File: src/rtl/shft_left_seq.sv
// Multi-cycle logical left shifter: one bit per clock, start/done handshake.
// Optional SHFT_OVF_EN adds a sticky ovf flag for 1s shifted out of the MSB.
module shft_left_seq #(
  parameter int WIDTH   = 16,
  parameter int SHAMT_W = 4
) (
  input  logic               clk,
  input  logic               rst_n,
  input  logic               start,
  input  logic [WIDTH-1:0]   In,
  input  logic [SHAMT_W-1:0] shamt,
  output logic [WIDTH-1:0]   Out,
  output logic               busy,
  output logic               done
`ifdef SHFT_OVF_EN
  , output logic             ovf
`endif
);

  localparam logic [1:0] IDLE  = 2'd0;
  localparam logic [1:0] SHIFT = 2'd1;
  localparam logic [1:0] DONE  = 2'd2;

  logic [1:0]         state;
  logic [WIDTH-1:0]   work;
  logic [SHAMT_W-1:0] cnt;
  logic               accept;
  logic [WIDTH-1:0]   in_sh1;
  logic [WIDTH-1:0]   work_sh1;
`ifdef SHFT_OVF_EN
  logic               sticky;
`endif

  assign accept   = start && (state == IDLE || state == DONE);
  assign in_sh1   = {In[WIDTH-2:0], 1'b0};
  assign work_sh1 = {work[WIDTH-2:0], 1'b0};
  assign busy     = (state == SHIFT);
  assign done     = (state == DONE);

  // The accept edge already performs the first shift, so shamt=0 and 1 both
  // complete on the accept edge and shamt=N completes N-1 edges later.
  always_ff @(posedge clk or negedge rst_n) begin
    if (!rst_n) begin
      state  <= IDLE;
      work   <= '0;
      cnt    <= '0;
      Out    <= '0;
`ifdef SHFT_OVF_EN
      sticky <= 1'b0;
      ovf    <= 1'b0;
`endif
    end else begin
      case (state)
        SHIFT: begin
          work <= work_sh1;
          cnt  <= cnt - SHAMT_W'(1);
`ifdef SHFT_OVF_EN
          sticky <= sticky | work[WIDTH-1];
`endif
          if (cnt == SHAMT_W'(1)) begin
            Out   <= work_sh1;
            state <= DONE;
`ifdef SHFT_OVF_EN
            ovf   <= sticky | work[WIDTH-1];
`endif
          end
        end
        default: begin
          if (accept) begin
            if (shamt <= SHAMT_W'(1)) begin
              Out   <= (shamt == '0) ? In : in_sh1;
              state <= DONE;
`ifdef SHFT_OVF_EN
              ovf    <= (shamt != '0) & In[WIDTH-1];
              sticky <= 1'b0;
`endif
            end else begin
              work  <= in_sh1;
              cnt   <= shamt - SHAMT_W'(1);
              state <= SHIFT;
`ifdef SHFT_OVF_EN
              sticky <= In[WIDTH-1];
`endif
            end
          end else begin
            state <= IDLE;
          end
        end
      endcase
    end
  end

endmodule

File: config.mk
export PLATFORM = sky130hd
export DESIGN_NAME = shft_left_seq
export DESIGN_NICKNAME = d
export VERILOG_FILES = /design/src/rtl/shft_left_seq.sv
export SDC_FILE = /design/constraint.sdc
export NUM_CORES = 1
export LEC_CHECK = 0
export ABC_AREA = 1
export CORE_ASPECT_RATIO = 1.4
export CORE_MARGIN = 2
export CORE_UTILIZATION = 54
export CTS_CLUSTER_SIZE = 24
export DETAILED_ROUTE_END_ITERATION = 8
export DONT_BUFFER_PORTS = 1
export PLACE_DENSITY = 0.69
export SLEW_MARGIN = 5
export SYNTH_ARGS = -nofsm -noshare
export SYNTH_HDL_FRONTEND = slang
export SYNTH_SLANG_ARGS = --single-unit
File: constraint.sdc
create_clock -name clk -period 1.5 [get_ports clk]
set_input_delay 0.3 -clock clk [delete_from_list [all_inputs] [get_ports clk]]
set_output_delay 0.3 -clock clk [all_outputs]
set_load 0.005 [all_outputs]
==> results of run 1 <==
## flip-flops by register name (all words and copies together) (netlist names)
signal	flops
Out	16
cnt	4
work	14
state	2
## final cells by class
| class | count | area, um2 |
|---|---|---|
| Tap cell | 42 | 52.6 |
| Clock buffer | 6 | 82.6 |
| Multi-Input combinational cell | 203 | 947 |
| Inverter | 29 | 111 |
| Clock inverter | 2 | 10.0 |
| Sequential cell | 36 | 901 |
| Timing Repair Buffer | 14 | 136 |
| Fill cell | 356 | 1400 |
## power breakdown
group | switching [mW] | internal [mW]
Combinational | 1.32 | 0.807
Clock | 0.343 | 0.366
Sequential | 0.283 | 1.43
Total | 1.94 | 2.61
## worst reg2reg max path: stages, from the launching register on
cell,delay [ns]
dfrtp_1,0.40
ha_1,0.20
a21oi_1,0.18
inv_2,0.07
nand2_4,0.13
inv_4,0.11
nand2_1,0.08
nand2_1,0.05
## layout by cell type (no fill, tap or decap), types with 2 or more instances in the layout
master,instances
nand2_1,120
nand3_1,44
dfrtp_1,36
inv_1,25
o211ai_1,13
buf_4,10
nor2_1,6
clkbuf_8,6
o21ai_0,4
ha_1,4
nand2_2,3
inv_2,3
o21ai_1,2
clkinv_2,2
buf_12,2
## repair_timing
item,in CTS,in global routing
gates resized for setup,0,1
endpoints found under the setup margin,0,1
hold buffers,2,0
hold endpoints to repair,36,0
## metrics by stage
stage	setup WS [ns]	total power [mW]	hold WS, ns	cell area [um2]	util
2_1_floorplan	0.104	3.31	0.00441	2040	-
3_3_place_gp	0.0970	3.80	0.00512	2110	0.580
3_5_place_dp	0.0726	3.84	0.00513	2110	0.580
4_1_cts	0.0515	4.59	0.158	2240	0.614
5_1_grt	0.0225	5.01	0.165	2240	0.615
6_report	0.0919	4.55	0.160	2240	0.615
## path summary, 6_finish.rpt
check | startpoint | end
worst max-delay path | state[1]$_DFFE_PN0P_ | busy
worst min-delay path | In[0] | work[1]$_DFFE_PN0P_
worst max register to register | cnt[0]$_DFFE_PN0P_ | Out[4]$_DFFE_PN0P_
worst min register to register | Out[12]$_DFFE_PN0P_ | Out[12]$_DFFE_PN0P_
max in group asynchronous | rst_n | work[3]$_DFFE_PN0P_
min in group asynchronous | rst_n | Out[14]$_DFFE_PN0P_
## kinds of logic after synthesis
| group | count (synthesis) | share of synthesized area |
|---|---|---|
| flip-flops | 36 | 0.442 |
| adder cells (fa/ha/maj) | 4 | 0.0246 |
| XOR/XNOR | 1 | 0.00430 |
| buffers and inverters | 42 | 0.0928 |
| AO/OA/AOI/OAI | 21 | 0.0688 |
| AND/OR/NAND/NOR | 177 | 0.367 |
## metal layers
metal,part of all wire,GRT usage,up-vias
met5,0,0,-
met2,0.52,0.417,41
met4,0.0091,0.0714,0
li1,-,-,908
met1,0.43,0.289,821
met3,0.044,0.0489,4
==> metrics.cfg, run 1 <==
[floorplan]
core-area_mm2=0.00364
die_w_um=55.9
fp.dieH_um=76.7
ioPinCount=41
rows=26
dieArea_mm2=0.00429
start_util=0.559

[routing]
avgViaCountPerCell=5.34
final_antenna_net_count=0
via_count=1774
drt-total-wl_um=4510
drc=0
wire_per_inst_um=13.6
firstDrtPassIters=4
drtIter0Drc=81

[place]
dp_cells=322
gp_congestion=0.796
portBuffers=0
hpwl_um=3310

[min_path]
hp-class=in -> reg
hold_path_depth=2

[clocking]
clk_pin_slew_ns=0.07
ctsHtreeMaxLevel=2
cts_setup_buffers=0
clock-root-buffer=clkbuf_8
cts_tree=built
cts.sinks=36
numCtsBuffers=5
cts.path.max_buffers=2
insertion_delay_ns=0.28

[finish]
final_nets=316
n_antenna_cell=0
finalNonFillerCells=332
drive_above_1_share=0.103
syn_to_final_growth_pct=10.0

[synth]
synth_cell_types=23
synth_top_cell_by_area=dfrtp_1
yosys.cell_count.top_type=nand2_1
synth_nets=308
postSynthCellCount=281
yosysWarnings=0
yosys-top-cells-area=dfrtp_1 44%, nand2_1 22%, nand3_1 11%
synth_ff_type=dfrtp_1
ys_seq_area_frac=0.442
synth_edf_count=0
synthArstFlopShare=1.00
avgSynthCellArea_um2=7.25
yosys-top-cells-count=120 x nand2_1, 44 x nand3_1, 36 x dfrtp_1
synthesis.area_mm2=0.00204
synth_top_area_frac=0.442
synth.ff_latch_count=36

[worst_setup_path]
worstRegToRegCells=7
slowest_delay_ns=0.37
path_class=reg -> out
start_kind=flip-flop
path_buf_inv=3
cp_max_fo=10
crit_required_ns=1.20
crit_family=flip-flops
arrival_ns=1.11
worst-path-stages=4
reg2reg_setup_slack_ns=0.17
crit_slowest_cell=dfrtp_1
crit_path_cell_trace=inv_1 -> nand2_2 -> inv_2 -> buf_6
cp-end-kind=primary output

[grt]
grt_pass1_vias=1827
antenna_found_initial=0
grt-ovfl-total=0
grt_util_all_layers=0.237
grt_pass1_wl_um=8180
grt_start_max_net_pins=37

[sta]
finalCriticalPeriod_ns=1.41
tns_ns=0
clock.fmax_ghz=0.710
hold_viol=0
fin_skew_ns=0.00347
max-slew-margin-rel=0.815
tightest_slew_ns=0.277
setup_viol_count_final=0
rsz0062_at_grt=false
drv_slew=0
period_share=0.939

[job]
drv_cap=0

[pwr]
ir_drop_mv=1.20
power.density_mw_per_mm2=2030
leakagePower_nw=1.24

[status]
status=completed

(Power assumes the default switching activity.)
==> run 2, diff against run 1 <==
--- a/config.mk
+++ b/config.mk
@@ -8,11 +8,10 @@
 export ABC_AREA = 1
 export CORE_ASPECT_RATIO = 1.4
 export CORE_MARGIN = 2
-export CORE_UTILIZATION = 54
+export CORE_UTILIZATION = 30
 export CTS_CLUSTER_SIZE = 24
 export DETAILED_ROUTE_END_ITERATION = 8
 export DONT_BUFFER_PORTS = 1
-export PLACE_DENSITY = 0.69
 export SLEW_MARGIN = 5
 export SYNTH_ARGS = -nofsm -noshare
 export SYNTH_HDL_FRONTEND = slang
==> constraint.sdc (replaced) <==
create_clock -name clk -period 1.5 [get_ports clk]
set_input_delay 0.3 -clock clk [delete_from_list [all_inputs] [get_ports clk]]
set_output_delay 0.3 -clock clk [all_outputs]
set_load 0.1 [all_outputs]
==> run 2 against run 1 <==
Compared with the run above:
- global-route usage is 8.3 points lower
- critical path depth stayed put
- setup slack worse by 0.011 ns
- register-to-register slack hardly changed
- utilization is 24 points lower
- sequential share of layout area is 3.7 points lower
- clock skew hardly changed
- via count is 4.5% higher
- design area is 10% higher
- largest cell class unchanged
==> metrics.cfg, run 2 (synthesis results as in run 1) <==
[floorplan]
rows=35
fp.dieH_um=101
start_util=0.310
die_w_um=73.6
ioPinCount=41
core-area_mm2=0.00657
dieArea_mm2=0.00747

[finish]
regMostFlops=Out
final_nets=335
largest_reg_flops=16
layout_common_cells=120 x nand2_1, 44 x nand3_1, 36 x dfrtp_1
finalNonFillerCells=383
n_antenna_cell=0
layout_commonest_cell=nand2_1
drive_above_1_share=0.159
reg.largest.list=Out: 16 flops, work: 14 flops, cnt: 4 flops
syn_to_final_growth_pct=21.3

[sta]
fin_skew_ns=0.00388
max-slew-margin-rel=0.801
finalCriticalPeriod_ns=1.42
holdWs_ns=0.185
hold_viol=0
clock.fmax_ghz=0.705
rsz0062_at_grt=false
drv_slew=0
tns_ns=0
tightest_slew_ns=0.299
period_share=0.946
setup_viol_count_final=0

[routing]
via_count=1854
drc=0
avgViaCountPerCell=4.84
wire_per_inst_um=13.5
final_antenna_net_count=0
drt-total-wl_um=5180
firstDrtPassIters=6
drtIter0Drc=139

[worst_setup_path]
worstRegToRegCells=7
arrival_ns=1.12
cp_max_fo=7
crit_required_ns=1.20
start_kind=flip-flop
cp-end-kind=primary output
path_class=reg -> out
worstReg2RegStart=state[0]$_DFFE_PN0P_
reg2reg_setup_slack_ns=0.17
worstReg2RegEnd=Out[5]$_DFFE_PN0P_

[grt]
grt_pass1_vias=1871
grt-ovfl-total=0
grt_start_max_net_pins=37
antenna_found_initial=0
grt_util_all_layers=0.153
grt_pass1_wl_um=8890

[clocking]
clock-root-buffer=clkbuf_8
cts.path.max_buffers=2
clk_pin_slew_ns=0.07
cts.sinks=36
ctsHtreeMaxLevel=2
cts_tree=built
insertion_delay_ns=0.28
numCtsBuffers=5

[min_path]
hp-class=in -> reg
hold_path_depth=2
whs_endpoint=work[1]$_DFFE_PN0P_
hp-start=In[0]

[place]
portBuffers=0
dp_cells=372
hpwl_um=3790
gp_congestion=0.860

[job]
drv_cap=0

[status]
status=completed

[run 2: cell count changes in the layout (fill, tap and decap cells not counted), sizes merged]
cell and delta:
clkinv -2, clkbuf +2, buf +19
[run 2: what timing repair did]
action / in CTS / in global routing
buffers inserted: 1 / 0
hold endpoints to repair: 36 / 0
resized for setup: 2 / 4
hold buffers: 2 / 0
setup endpoints to repair: 1 / 16
pin swaps: 0 / 0
[run 2: worst max-delay path, stage by stage, from the launching register on]
cell and delay (ns):
dfrtp_1 0.36, inv_1 0.11, nand2_4 0.11, inv_6 0.08, buf_12 0.16
[run 2: worst max path at each step]
stage / endpoint / cells after the start / from
after floorplan: done / 1 / state[0]$_DFFE_PN0P_
after global placement: Out[5]$_DFFE_PN0P_ / 7 / cnt[0]$_DFFE_PN0P_
after detailed placement: Out[5]$_DFFE_PN0P_ / 10 / shamt[0]
after CTS: Out[5]$_DFFE_PN0P_ / 8 / state[1]$_DFFE_PN0P_
after global routing: Out[4]$_DFFE_PN0P_ / 7 / state[0]$_DFFE_PN0P_
final: busy / 4 / state[1]$_DFFE_PN0P_
[run 2: area by class of cell]
type	instances	area, um2
clock buffer	8	90.1
fill	698	4100
inverter	29	119
multi-input combinational	203	967
sequential	36	901
tap	74	92.6
timing repair buffer	33	300
[run 2: metrics by stage]
stage | instance area, um2 | setup WS [ns] | util
floorplan | 2040 | -0.00176 | -
global placement | 2320 | 0.0625 | 0.353
detailed placement | 2320 | 0.0467 | 0.353
CTS | 2450 | 0.0142 | 0.373
global route | 2470 | 0.0181 | 0.376
finish | 2470 | 0.0806 | 0.376
[run 2: metal layers]
| layer | GRT usage | wire length [um] | vias up |
|---|---|---|---|
| li1 | - | - | 943 |
| met1 | 0.184 | 2180 | 868 |
| met2 | 0.269 | 2700 | 35 |
| met3 | 0.0318 | 209 | 8 |
| met4 | 0.0503 | 85 | 0 |
| met5 | 0 | 0 | - |
Power of run 2 is left out: the tool's default activity adds up to more than one toggle a clock period on the data nets, which glitch-free logic cannot reach.
==> run 3, diff against run 2 <==
==> constraint.sdc (replaced) <==
create_clock -name clk -period 1.2 [get_ports clk]
set_input_delay 0.24 -clock clk [delete_from_list [all_inputs] [get_ports clk]]
set_output_delay 0.24 -clock clk [all_outputs]
set_load 0.1 [all_outputs]
==> run 3 against run 2 <==
Compared with the run above:
- the flow now finishes with violations (setup timing)
- worst hold slack got worse by 0.085 ns
- first-iteration DRC count fell by 45%
- critical path depth did not move
- via count rose by 6.3%
- count of clock-buffer cells in the layout fell by 3
- sequential share of layout area fell by 5.2 points
- clock skew rose by 0.0018 ns
- utilization rose by 6.3 points
- wire length rose by 9.4%
- setup slack got worse by 0.27 ns
- non-clock buffer count rose by 22
- global-route usage rose by 0.30 points
- critical endpoint unchanged
==> metrics.cfg, run 3 (synthesis results as in run 1) <==
[status]
status=complete, but fails checks
failed_checks=setup timing

[pwr]
leakagePower_nw=1.51
internal-power_mw=4.69
power_frac_comb=0.668
pwr-share-seq=0.217
switching_share=0.513
p_sw_mw=4.94
ir_drop_mv=1.10
power.density_mw_per_mm2=3340
clockPowerShare=0.115

[finish]
post-route-util=0.439
largest_reg_flops=16
seq_area_um2=902
drive_above_1_share=0.266
reg.largest.list=Out: 16 flops, work: 14 flops, cnt: 4 flops
multi_input_area_mm2=0.00105
final_nets=357
fillers=659
layout_commonest_cell=nand2_1
layout_common_cells=116 x nand2_1, 41 x nand3_1, 35 x dfrtp_1
regMostFlops=Out
syn_to_final_growth_pct=41.6
n_antenna_cell=0

[routing]
route.met2.wl_um=2870
met1_length_um=2320
drt-total-wl_um=5670
top_layer=met4
drtIter0Drc=76
final_antenna_net_count=0
firstDrtPassIters=4
avgViaCountPerCell=4.86
via_count=1970
dr_wl_met3_um=240
drc=0
wire_per_inst_um=14.0

[sta]
period_share=1.16
holdWs_ns=0.100
setup_viol_count_final=37
rsz0062_at_grt=true
max-slew-margin-rel=0.804
finalCriticalPeriod_ns=1.39
tightest_slew_ns=0.294
clock.fmax_ghz=0.720
fin_skew_ns=0.00569
hold_viol=0
drv_slew=0
fin_ws_ns=-0.189

[clocking]
cts.sinks=36
clock-root-buffer=clkbuf_8
ctsHtreeMaxLevel=2
cts_tree=built
insertion_delay_ns=0.29
numCtsBuffers=5
cts.path.max_buffers=2
clk_pin_slew_ns=0.08

[worst_setup_path]
slowest_delay_ns=0.44
worstRegToRegCells=7
crit_path_cell_trace=nand2_4 -> inv_4 -> buf_6 -> buf_12
cp-end-kind=primary output
start_kind=flip-flop
crit_slowest_cell=dfrtp_2
crit_required_ns=0.96
path_buf_inv=3
worstReg2RegEnd=work[4]$_DFFE_PN0P_
reg2reg_setup_slack_ns=-0.17
crit_family=flip-flops
worstReg2RegStart=state[0]$_DFFE_PN0P_
path_class=reg -> out
arrival_ns=1.15
cp_max_fo=4

[floorplan]
start_util=0.310
fp.dieH_um=101
core-area_mm2=0.00657
rows=35
die_w_um=73.6
ioPinCount=41
dieArea_mm2=0.00747

[place]
portBuffers=0
hpwl_um=3900
gp_congestion=0.789

[min_path]
whs_endpoint=Out[0]$_DFFE_PN0P_
hp-start=In[0]
hp-class=in -> reg
hold_path_depth=2

[grt]
antenna_found_initial=0
grt_start_max_net_pins=37
grt_pass1_wl_um=9040
grt_util_all_layers=0.156
grt-ovfl-total=0
grt_pass1_vias=2025

[job]
drv_cap=0

## run 3: layout make-up
type                    instances  share of cell area
flip-flops and latches         36               0.313
well taps                      74              0.0321
clock inverters                 3              0.0147
inverters                      29              0.0438
multi-input cells             203               0.363
clock buffers                   5              0.0239
repair buffers                 55               0.210
## run 3: per-layer routing
layer | track usage | up-vias
li1 | - | 988
met1 | 0.175 | 913
met2 | 0.269 | 50
met5 | 0 | -
met3 | 0.0348 | 19
met4 | 0.0867 | 0
## run 3: power groups by stage
stage	Sequential (mW)	Clock, mW	Combinational, mW
after global placement	2.06	0	5.47
final	2.09	1.11	6.43
after detailed placement	2.08	0	5.54
after global routing	2.15	1.19	6.90
after floorplan	3.74	0	2.47
after CTS	2.07	1.13	6.22
## run 3: stage by stage
step                      power (mW)  setup TNS [ns]  instances  setup WS [ns]  area (um2)
after floorplan                 6.22          -0.603        281        -0.0504        2120
after global placement          7.53           -1.12        384        -0.0779        2470
after detailed placement        7.62           -2.25        384         -0.103        2470
after CTS                       9.41           -3.72        402         -0.192        2780
after global routing            10.2           -6.40        405         -0.218        2890
final                           9.63           -4.62        405         -0.189        2890
## run 3: how the worst max path moves through the flow
stage | slack (ns) | cells after the start | endpoint | start
2_1_floorplan | -0.05 | 7 | Out[10]$_DFFE_PN0P_ | state[0]$_DFFE_PN0P_
3_3_place_gp | -0.08 | 9 | Out[11]$_DFFE_PN0P_ | state[1]$_DFFE_PN0P_
3_5_place_dp | -0.10 | 8 | Out[11]$_DFFE_PN0P_ | state[0]$_DFFE_PN0P_
4_1_cts | -0.19 | 5 | busy | state[1]$_DFFE_PN0P_
5_1_grt | -0.22 | 4 | busy | state[0]$_DFFE_PN0P_
6_report | -0.19 | 4 | busy | state[0]$_DFFE_PN0P_
## run 3: timing repair
action | CTS | global route
hold buffers | 2 | 0
resized for setup | 24 | 11
pin swaps | 4 | 2
gates cloned | 1 | 3
setup buffers | 7 | 0
hold endpoints to repair | 36 | 0
endpoints found under the setup margin | 36 | 42
